**src/rtl/inst_encoder.sv**
```systemverilog
// -----------------------------------------------------------------------------
// inst_encoder
//
// Sequential MIPS instruction encoder, the inverse of a decode stage. It takes
// decoded field bundles over a valid/ready handshake and packs each one into a
// 32-bit instruction word. The word is checked against the supported
// instruction set, tagged with its program-counter byte address, and buffered
// in a small FIFO so a loader can write it straight into instruction memory.
//
// Parameters
//   DEPTH      FIFO entries (power of 2, >= 2)
//   BASE_ADDR  byte address tagged on the first word after reset
//
// Ports
//   clk, rst        clock; synchronous active-high reset
//   in_valid/ready  input handshake (in_ready = !full && !rst)
//   in_fmt          00=R, 01=I, 10=J, 11=illegal
//   in_op, in_funct opcode / function code
//   in_rs/rt/rd     register numbers
//   in_shamt        shift amount (R)
//   in_imm          immediate (I)
//   in_addr         jump target field (J)
//   out_valid/ready output handshake on the FIFO head
//   out_inst/pc/err head word, its byte address, unsupported flag
//                   (all forced to 0 while out_valid=0)
//   err_count       unsupported words accepted, saturating
//   level           FIFO occupancy
// -----------------------------------------------------------------------------
module inst_encoder #(
    parameter int unsigned DEPTH     = 4,
    parameter logic [31:0] BASE_ADDR = 32'h0000_0000
) (
    input  logic                     clk,
    input  logic                     rst,
    input  logic                     in_valid,
    output logic                     in_ready,
    input  logic [1:0]               in_fmt,
    input  logic [5:0]               in_op,
    input  logic [5:0]               in_funct,
    input  logic [4:0]               in_rs,
    input  logic [4:0]               in_rt,
    input  logic [4:0]               in_rd,
    input  logic [4:0]               in_shamt,
    input  logic [15:0]              in_imm,
    input  logic [25:0]              in_addr,
    output logic                     out_valid,
    input  logic                     out_ready,
    output logic [31:0]              out_inst,
    output logic [31:0]              out_pc,
    output logic                     out_err,
    output logic [15:0]              err_count,
    output logic [$clog2(DEPTH):0]   level
);

    localparam int unsigned AW = $clog2(DEPTH);
    localparam int unsigned LW = AW + 1;
    localparam logic [LW-1:0] FULL_CNT = LW'(DEPTH);

    typedef enum logic [1:0] {
        FMT_R   = 2'b00,
        FMT_I   = 2'b01,
        FMT_J   = 2'b10,
        FMT_BAD = 2'b11
    } fmt_e;

    typedef struct packed {
        logic [31:0] inst;
        logic [31:0] pc;
        logic        err;
    } entry_t;

    // ------------------------------------------------------------------
    // Supported instruction set
    // ------------------------------------------------------------------
    function automatic logic r_funct_ok(input logic [5:0] f);
        case (f)
            6'h00, 6'h02, 6'h03, 6'h04, 6'h06, 6'h07, 6'h0C, 6'h0D,
            6'h20, 6'h21, 6'h22, 6'h23, 6'h24, 6'h25, 6'h26, 6'h27,
            6'h2A, 6'h2B: return 1'b1;
            default:      return 1'b0;
        endcase
    endfunction

    function automatic logic i_op_ok(input logic [5:0] op);
        case (op)
            6'h04, 6'h05, 6'h08, 6'h09, 6'h0A, 6'h0B, 6'h0C, 6'h0D,
            6'h0E, 6'h23, 6'h2B: return 1'b1;
            default:             return 1'b0;
        endcase
    endfunction

    function automatic logic j_op_ok(input logic [5:0] op);
        return (op == 6'h02) || (op == 6'h03);
    endfunction

    // ------------------------------------------------------------------
    // State
    // ------------------------------------------------------------------
    entry_t          mem_q [DEPTH];
    logic [AW-1:0]   wr_ptr_q, wr_ptr_d;
    logic [AW-1:0]   rd_ptr_q, rd_ptr_d;
    logic [LW-1:0]   cnt_q, cnt_d;
    logic [31:0]     pc_q, pc_d;
    logic [15:0]     err_cnt_q, err_cnt_d;

    logic [31:0]     enc_inst;
    logic            enc_ok;
    logic            full;
    logic            push;
    logic            pop;

    // ------------------------------------------------------------------
    // Field packing and legality
    // ------------------------------------------------------------------
    always_comb begin
        enc_inst = 32'h0;
        enc_ok   = 1'b0;
        case (fmt_e'(in_fmt))
            FMT_R: begin
                // R-type opcode is always zero; in_op is ignored.
                enc_inst = {6'h00, in_rs, in_rt, in_rd, in_shamt, in_funct};
                enc_ok   = r_funct_ok(in_funct);
            end
            FMT_I: begin
                enc_inst = {in_op, in_rs, in_rt, in_imm};
                enc_ok   = i_op_ok(in_op);
            end
            FMT_J: begin
                enc_inst = {in_op, in_addr};
                enc_ok   = j_op_ok(in_op);
            end
            default: begin
                enc_inst = 32'h0;
                enc_ok   = 1'b0;
            end
        endcase
    end

    // ------------------------------------------------------------------
    // Handshakes. in_ready looks only at registered occupancy and rst, so
    // a pop while full cannot open a slot in the same cycle.
    // ------------------------------------------------------------------
    assign full      = (cnt_q == FULL_CNT);
    assign in_ready  = !full && !rst;
    assign out_valid = (cnt_q != '0);
    assign push      = in_valid && in_ready;
    assign pop       = out_valid && out_ready;

    // ------------------------------------------------------------------
    // Next state
    // ------------------------------------------------------------------
    always_comb begin
        wr_ptr_d  = wr_ptr_q;
        rd_ptr_d  = rd_ptr_q;
        cnt_d     = cnt_q;
        pc_d      = pc_q;
        err_cnt_d = err_cnt_q;

        // Pointers wrap naturally because DEPTH is a power of 2.
        if (push) begin
            wr_ptr_d = wr_ptr_q + 1'b1;
            pc_d     = pc_q + 32'd4;
            if (!enc_ok && (err_cnt_q != 16'hFFFF)) begin
                err_cnt_d = err_cnt_q + 16'd1;
            end
        end
        if (pop) begin
            rd_ptr_d = rd_ptr_q + 1'b1;
        end

        case ({push, pop})
            2'b10:   cnt_d = cnt_q + 1'b1;
            2'b01:   cnt_d = cnt_q - 1'b1;
            default: cnt_d = cnt_q;
        endcase
    end

    always_ff @(posedge clk) begin
        if (rst) begin
            wr_ptr_q  <= '0;
            rd_ptr_q  <= '0;
            cnt_q     <= '0;
            pc_q      <= BASE_ADDR;
            err_cnt_q <= '0;
        end else begin
            wr_ptr_q  <= wr_ptr_d;
            rd_ptr_q  <= rd_ptr_d;
            cnt_q     <= cnt_d;
            pc_q      <= pc_d;
            err_cnt_q <= err_cnt_d;
        end
    end

    // Storage needs no reset: the head is masked whenever the FIFO is empty,
    // and push is already blocked while rst is high.
    always_ff @(posedge clk) begin
        if (push) begin
            mem_q[wr_ptr_q] <= '{inst: enc_inst, pc: pc_q, err: !enc_ok};
        end
    end

    // ------------------------------------------------------------------
    // Outputs
    // ------------------------------------------------------------------
    always_comb begin
        out_inst = 32'h0;
        out_pc   = 32'h0;
        out_err  = 1'b0;
        if (out_valid) begin
            out_inst = mem_q[rd_ptr_q].inst;
            out_pc   = mem_q[rd_ptr_q].pc;
            out_err  = mem_q[rd_ptr_q].err;
        end
    end

    assign err_count = err_cnt_q;
    assign level     = cnt_q;

endmodule
```
**config.mk**
```make
export PLATFORM = sky130hd
export DESIGN_NAME = inst_encoder
export DESIGN_NICKNAME = d
export VERILOG_FILES = /design/src/rtl/inst_encoder.sv
export SDC_FILE = /design/constraint.sdc
export NUM_CORES = 1
export LEC_CHECK = 0
export CORE_UTILIZATION = 45
export DETAILED_ROUTE_END_ITERATION = 6
export GPL_ROUTABILITY_DRIVEN = 0
export PLACE_DENSITY_LB_ADDON = 0.05
export REMOVE_ABC_BUFFERS = 1
export SYNTH_ARGS = -nofsm -noshare
export SYNTH_HDL_FRONTEND = slang
export SYNTH_SLANG_ARGS = --single-unit
```
**constraint.sdc**
```tcl
create_clock -name clk -period 6.6 [get_ports clk]
set_input_delay 1.32 -clock clk [delete_from_list [all_inputs] [get_ports clk]]
set_output_delay 1.32 -clock clk [all_outputs]
set_load 0.01 [all_outputs]
```
==> results by group, run 1 <==
Outcome
  – Outcome: complete, no violations

Die
  – Cell Rows: 61
  – IO Pins: 166
  – Starting density of the core: 0.457
  – Die ar.: 28800 sq um
  – Die width: 170 um
  – Core Area: 27700 sq um
  – Chip Height: 170 um

Clocking
  – CTS tree: built
  – Clock Sinks: 307
  – Post_cts resized: 0
  – Total CTS buffers: 30
  – Clock latency on the worst-skew pair: 0.54 ns
  – Hold buffer count at cts: 0
  – Clock Root Buffer: clkbuf_16
  – Post-CTS setup buffers: 0
  – Clock Pin Slew Worst Setup and Hold Paths: 0.06 ns
  – Clk buf depth: 3
  – H-Tree Depth: 1

Cells and area
  – Layout cells sized above 1: 0.129
  – End-of-flow core utilization: 0.562
  – Area grow syn2layout: 23.0%
  – Multi-input logic area: 3730 sq um
  – Final Non-Filler Cells: 1368
  – Filler cells: 2220
  – Nets@finish: 1054
  – Reg area: 8680 sq um
  – Diode count: 0

Critical path
  – R2R setup slack: 3.83 ns
  – Crit-path max FO: 23
  – Slowest-stage cell, CP: dfxtp_4
  – Crit end category: primary output
  – Worst r2r src: level[0]$_SDFFE_PP0P_
  – Crit-path max cell delay: 0.67 ns
  – FF-to-FF path depth: 9
  – CP arrival: 3.00 ns
  – WS Path Type: reg -> out
  – CP Cell Sequence: buf_4 > mux4_2 > and2_1 > clkdlybuf4s50_1
  – Setup crit start kind: flop
  – Critical Path RT: 5.28 ns

Place
  – Dpl cells: 1312
  – Placed wire-length estimate: 15100 um
  – Pre-CTS setup slack: 2.23 ns
  – Port bufs: 163

Route
  – Wire per inst: 19.2 um
  – Drt drc: 0
  – Via/cell ratio: 5.30
  – Antenna Nets Post-Route: 0
  – Drt total wl: 26200 um
  – Vias: 7253
  – First-pass detailed-route iteration total: 4
  – Initial DRC Count: 436

Logic synthesis
  – Number of synthesized flops with an enable pin: 252
  – Average size of a mapped cell: 15.6 sq um
  – Synth top area cells: edfxtp_1, mux4_2, dfxtp_1, and2_1, xor2_1
  – Area leader, netlist: edfxtp_1
  – Synth warn: 0
  – FF+latch count, synth: 307
  – Share of the synthesized area in the top cell type: 0.598
  – Synthesized area: 12700 sq um
  – Synth cell count leaders: edfxtp_1, and2_1, mux4_2
  – Cells after synthesis: 809
  – Ys flop type: edfxtp_1
  – Top-count cell post-synth: edfxtp_1
  – Post-synthesis cell type count: 44
  – Ys async rst share: 0
  – Register area share after synthesis: 0.685

Pwr
  – Max IR drop VDD: 0.000373 V
  – Pwr Density: 335 nW/um^2
  – Leakage: 5.16 nW
  – Power, Total: 5.22 mW

STA
  – Tightest Pin Transition: 1.09 ns
  – Fin crit period: 4.32 ns
  – Setup violations, final: 0
  – Final worst-path cycle share: 0.654
  – Final Max Slew Viols: 0
  – Max Fclk: 232 MHz
  – Setup TNS: 0 ns
  – Setup Skew: 0.0104 ns
  – PnR worst setup slack: 2.28 ns
  – Final Hold Violating Endpoints: 0
  – RSZ-0062 raised after global routing: no
  – Relative slew slack: 0.271

GRT
  – Grt total ovfl: 0
  – Initial antenna violation count: 0
  – First-pass GRT wire length: 40800 um
  – Total GRT Usage: 0.185
  – Largest net degree at the start of global routing: 66
  – Number of global-route vias before repair: 7626

Hold path
  – HP Class: reg -> reg
  – Hold_sp: err_count[10]$_SDFFE_PP0P_
  – Hold path cells: 2

Run
  – Max-capacitance violation count: 0
## worst max-delay path, delay by kind of cell, from the launching register on
| family | cells | cell delay (ns) |
|---|---|---|
| buffers and inverters | 2 | 1.01 |
| flip-flops | 1 | 0.67 |
| multiplexers | 1 | 0.56 |
| AND/OR/NAND/NOR | 1 | 0.20 |
## where the power goes
part	leakage (nW)	internal (mW)	switching, mW
Sequential	2.84	2.19	0.0889
Clock	0.461	0.929	0.679
Combinational	1.86	0.753	0.582
## cell usage in the layout, fill, tap and decap left out, types with 2 or more instances in the layout
| master | Yosys | routed |
|---|---|---|
| clkbuf_8 | 0 | 6 |
| dfxtp_4 | 0 | 2 |
| or4_1 | 6 | 6 |
| mux2i_1 | 16 | 16 |
| dfxtp_1 | 55 | 53 |
| edfxtp_1 | 252 | 252 |
| clkbuf_16 | 0 | 31 |
| or3_1 | 9 | 8 |
| mux4_2 | 63 | 63 |
| nor3_1 | 3 | 3 |
| nand4_1 | 14 | 14 |
| nor4b_1 | 2 | 2 |
| nor4_1 | 2 | 2 |
| o21ai_0 | 38 | 38 |
| xnor2_1 | 7 | 7 |
| o31ai_1 | 7 | 7 |
| and3_1 | 7 | 7 |
| clkbuf_1 | 27 | 12 |
| and4_1 | 5 | 5 |
| nor2_1 | 44 | 44 |
| conb_1 | 1 | 2 |
| a21oi_1 | 13 | 13 |
| buf_4 | 3 | 6 |
| clkinv_2 | 0 | 5 |
| mux2_2 | 2 | 2 |
| and2_1 | 80 | 76 |
| o211ai_1 | 2 | 2 |
| xor2_1 | 27 | 27 |
| and2_4 | 0 | 4 |
| nand3_1 | 18 | 18 |
| clkdlybuf4s50_1 | 0 | 162 |
| nor2b_1 | 6 | 5 |
| nand2_1 | 46 | 46 |
| inv_1 | 20 | 20 |
| ha_1 | 7 | 7 |
## final timing paths
path | endpoint
setup reg to reg | level[2]$_SDFFE_PP0P_
hold reg to reg | err_count[10]$_SDFFE_PP0P_
setup / recovery | out_err
hold / removal | err_count[10]$_SDFFE_PP0P_
## stage by stage
stage | cell area, sq um | hold WS [ns]
3_5_place_dp | 14600 | 0.507
6_report | 15600 | 0.518
2_1_floorplan | 12500 | 0.480
4_1_cts | 15600 | 0.518
3_3_place_gp | 14600 | 0.485
5_1_grt | 15600 | 0.546
## cell families (layout without fill, tap and decap cells)
logic type	count (synthesis)	after routing	synth area share
AO/OA/AOI/OAI	65	65	0.0286
XOR/XNOR	34	34	0.0235
flip-flops	307	307	0.685
adder cells (fa/ha/maj)	8	8	0.00850
multiplexers	81	81	0.127
other	1	2	0.000296
AND/OR/NAND/NOR	247	247	0.106
buffers and inverters	66	246	0.0219
## layout make-up
type,instances,area share
sequential,307,0.557
multi-input combinational,437,0.239
timing repair buffer,169,0.107
clock buffer,49,0.0580
tap,378,0.0304
inverter,21,0.00506
clock inverter,7,0.00233
## state kept, by name, summed over array words and instances, names as in the netlist, named ones only
signal	count
err_count	16
mem_q	252
rd_ptr_q	2
wr_ptr_q	2
level	3
pc_q	30
## metal layers
metal,global-route usage,vias up,wire (um),part of all wire
met5,0,-,0,0
met3,0.0254,38,1120,0.043
met1,0.248,3681,11600,0.44
met2,0.317,168,13100,0.50
met4,0.0497,0,462,0.018
li1,-,3366,-,-
No activity file was read; power rests on OpenSTA's default activity.
==> run 2: changes to the inputs <==
Clock period 6.6 ns to 3.7 ns, I/O delays scaled along.
==> run 2 against run 1 <==
Compared with the run above:
- non-clock buffer count is 16 higher
- via count is 0.36% lower
- first-iteration DRC count is 9.4% lower
- critical endpoint is now out_pc[8]
- utilization is 1.1 points higher
- clock skew is 0.0026 ns lower
- register-to-register slack worse by 2.8 ns
- sequential share of layout area is 1.1 points lower
- total power is 85% higher
- cell area is 2.0% higher
- global-route usage is 0.068 points higher
- critical path type unchanged
==> results by group, run 2 (synthesis results as in run 1) <==
Outcome
  – Outcome: complete, no violations

STA
  – Fin crit period: 3.42 ns
  – PnR worst setup slack: 0.284 ns
  – Max Fclk: 293 MHz
  – Tightest Pin Transition: 0.653 ns
  – Setup Skew: 0.00782 ns
  – Final worst-path cycle share: 0.923
  – Setup TNS: 0 ns
  – Setup violations, final: 0
  – Relative slew slack: 0.563
  – Final Hold Violating Endpoints: 0
  – Final Max Slew Viols: 0
  – RSZ-0062 raised after global routing: no
  – Fin Hold WS: 0.521 ns

Place
  – DP Area: 14800 sq um
  – Placed wire-length estimate: 16800 um
  – Port bufs: 163
  – Pre-CTS setup slack: 0.435 ns

Route
  – First-pass detailed-route iteration total: 4
  – Via/cell ratio: 5.22
  – Vias: 7227
  – Wire per inst: 19.0 um
  – Drt drc: 0
  – Initial DRC Count: 395
  – Antenna Nets Post-Route: 0
  – Drt total wl: 26300 um

Clocking
  – Clock Root Buffer: clkbuf_16
  – Post-CTS setup buffers: 0
  – Total CTS buffers: 31
  – Clock Sinks: 307
  – Clk buf depth: 3
  – Post_cts resized: 0
  – Clock latency on the worst-skew pair: 0.54 ns
  – Hold buffer count at cts: 0
  – Clock Pin Slew Worst Setup and Hold Paths: 0.06 ns
  – CTS tree: built
  – H-Tree Depth: 1

Die
  – Die ar.: 28800 sq um
  – Core Area: 27700 sq um
  – Chip Height: 170 um
  – Cell Rows: 61
  – IO Pins: 166
  – Die width: 170 um
  – Starting density of the core: 0.457

GRT
  – Grt total ovfl: 0
  – Global route hottest layer: met2
  – Met2 usage: 0.320
  – Initial antenna violation count: 0
  – Met3 Resource Use GR: 0.0271
  – First-pass GRT wire length: 41100 um
  – M1 GR Usage: 0.249
  – Number of global-route vias before repair: 7569
  – Largest net degree at the start of global routing: 42
  – Total GRT Usage: 0.186

Hold path
  – HP Class: reg -> reg
  – Hold_sp: err_count[14]$_SDFFE_PP0P_
  – Hold path cells: 2

Cells and area
  – Nets@finish: 1071
  – Commonest non-fill, non-tap cell in the layout: edfxtp_1
  – Most frequent cells in the layout: edfxtp_1, clkdlybuf4s50_1, and2_1, mux4_2, dfxtp_1
  – Layout cells sized above 1: 0.152
  – Area grow syn2layout: 25.5%
  – Max FFs per register: 252
  – Largest register by flop count: mem_q
  – Design Area, Final: 15900 sq um
  – Diode count: 0

Critical path
  – Crit-path max FO: 24
  – CP arrival: 2.68 ns
  – Worst r2r src: level[0]$_SDFFE_PP0P_
  – WS Path Type: reg -> out
  – Setup crit start kind: flop
  – Critical Path RT: 2.96 ns
  – Crit end category: primary output
  – FF-to-FF path depth: 9

Pwr
  – Max IR drop VDD: 0.000463 V
  – Pwr Density: 608 nW/um^2
  – Leakage: 5.32 nW

Run
  – Max-capacitance violation count: 0
[run 2: changes by cell type in the layout (fill, tap and decap cells not counted), sizes merged]
cell	before	now
clkbuf	49	42
inv	21	22
clkinv	6	9
clkinvlp	1	2
buf	7	23
bufinv	0	3
[run 2: where the power goes]
part | switching (mW) | total (mW) | internal, mW | leakage [nW]
combinational | 1.10 | 2.50 | 1.40 | 1.96
sequential | 0.127 | 4.02 | 3.90 | 2.84
clock | 1.25 | 3.13 | 1.88 | 0.517
total | 2.47 | 9.65 | 7.18 | 5.32
[run 2: worst max-delay path, cell delays in order, from the launching register on]
cell	delay, ns
dfxtp_4	0.61
buf_12	0.29
mux4_2	0.53
and2_1	0.17
clkdlybuf4s50_1	0.51
[run 2: layer usage]
layer  wire [um]  vias to the layer above
met4         337                        0
met5           0                        -
met3        1120                       29
met1       11600                     3638
li1            -                     3398
met2       13200                      162
[run 2: area by class of cell]
class,count,area (sq um)
Tap cell,378,473
Timing Repair Buffer,185,1880
Clock inverter,15,155
Clock buffer,42,887
Fill cell,2200,11800
Multi-Input combinational cell,437,3730
Sequential cell,307,8680
Inverter,21,78.8
[run 2: through the flow]
| stage | instances | power [mW] | util |
|---|---|---|---|
| 2_1_floorplan | 765 | 5.39 | - |
| 3_3_place_gp | 1328 | 6.63 | 0.535 |
| 3_5_place_dp | 1328 | 6.66 | 0.535 |
| 4_1_cts | 1385 | 9.80 | 0.573 |
| 5_1_grt | 1385 | 10.1 | 0.573 |
| 6_report | 1385 | 9.65 | 0.573 |
[run 2: final timing paths]
path         slack [ns]                    endpoint
max                0.28                   out_pc[8]
min                0.52  err_count[14]$_SDFFE_PP0P_
max reg2reg        0.99       level[2]$_SDFFE_PP0P_
min reg2reg        0.52  err_count[14]$_SDFFE_PP0P_
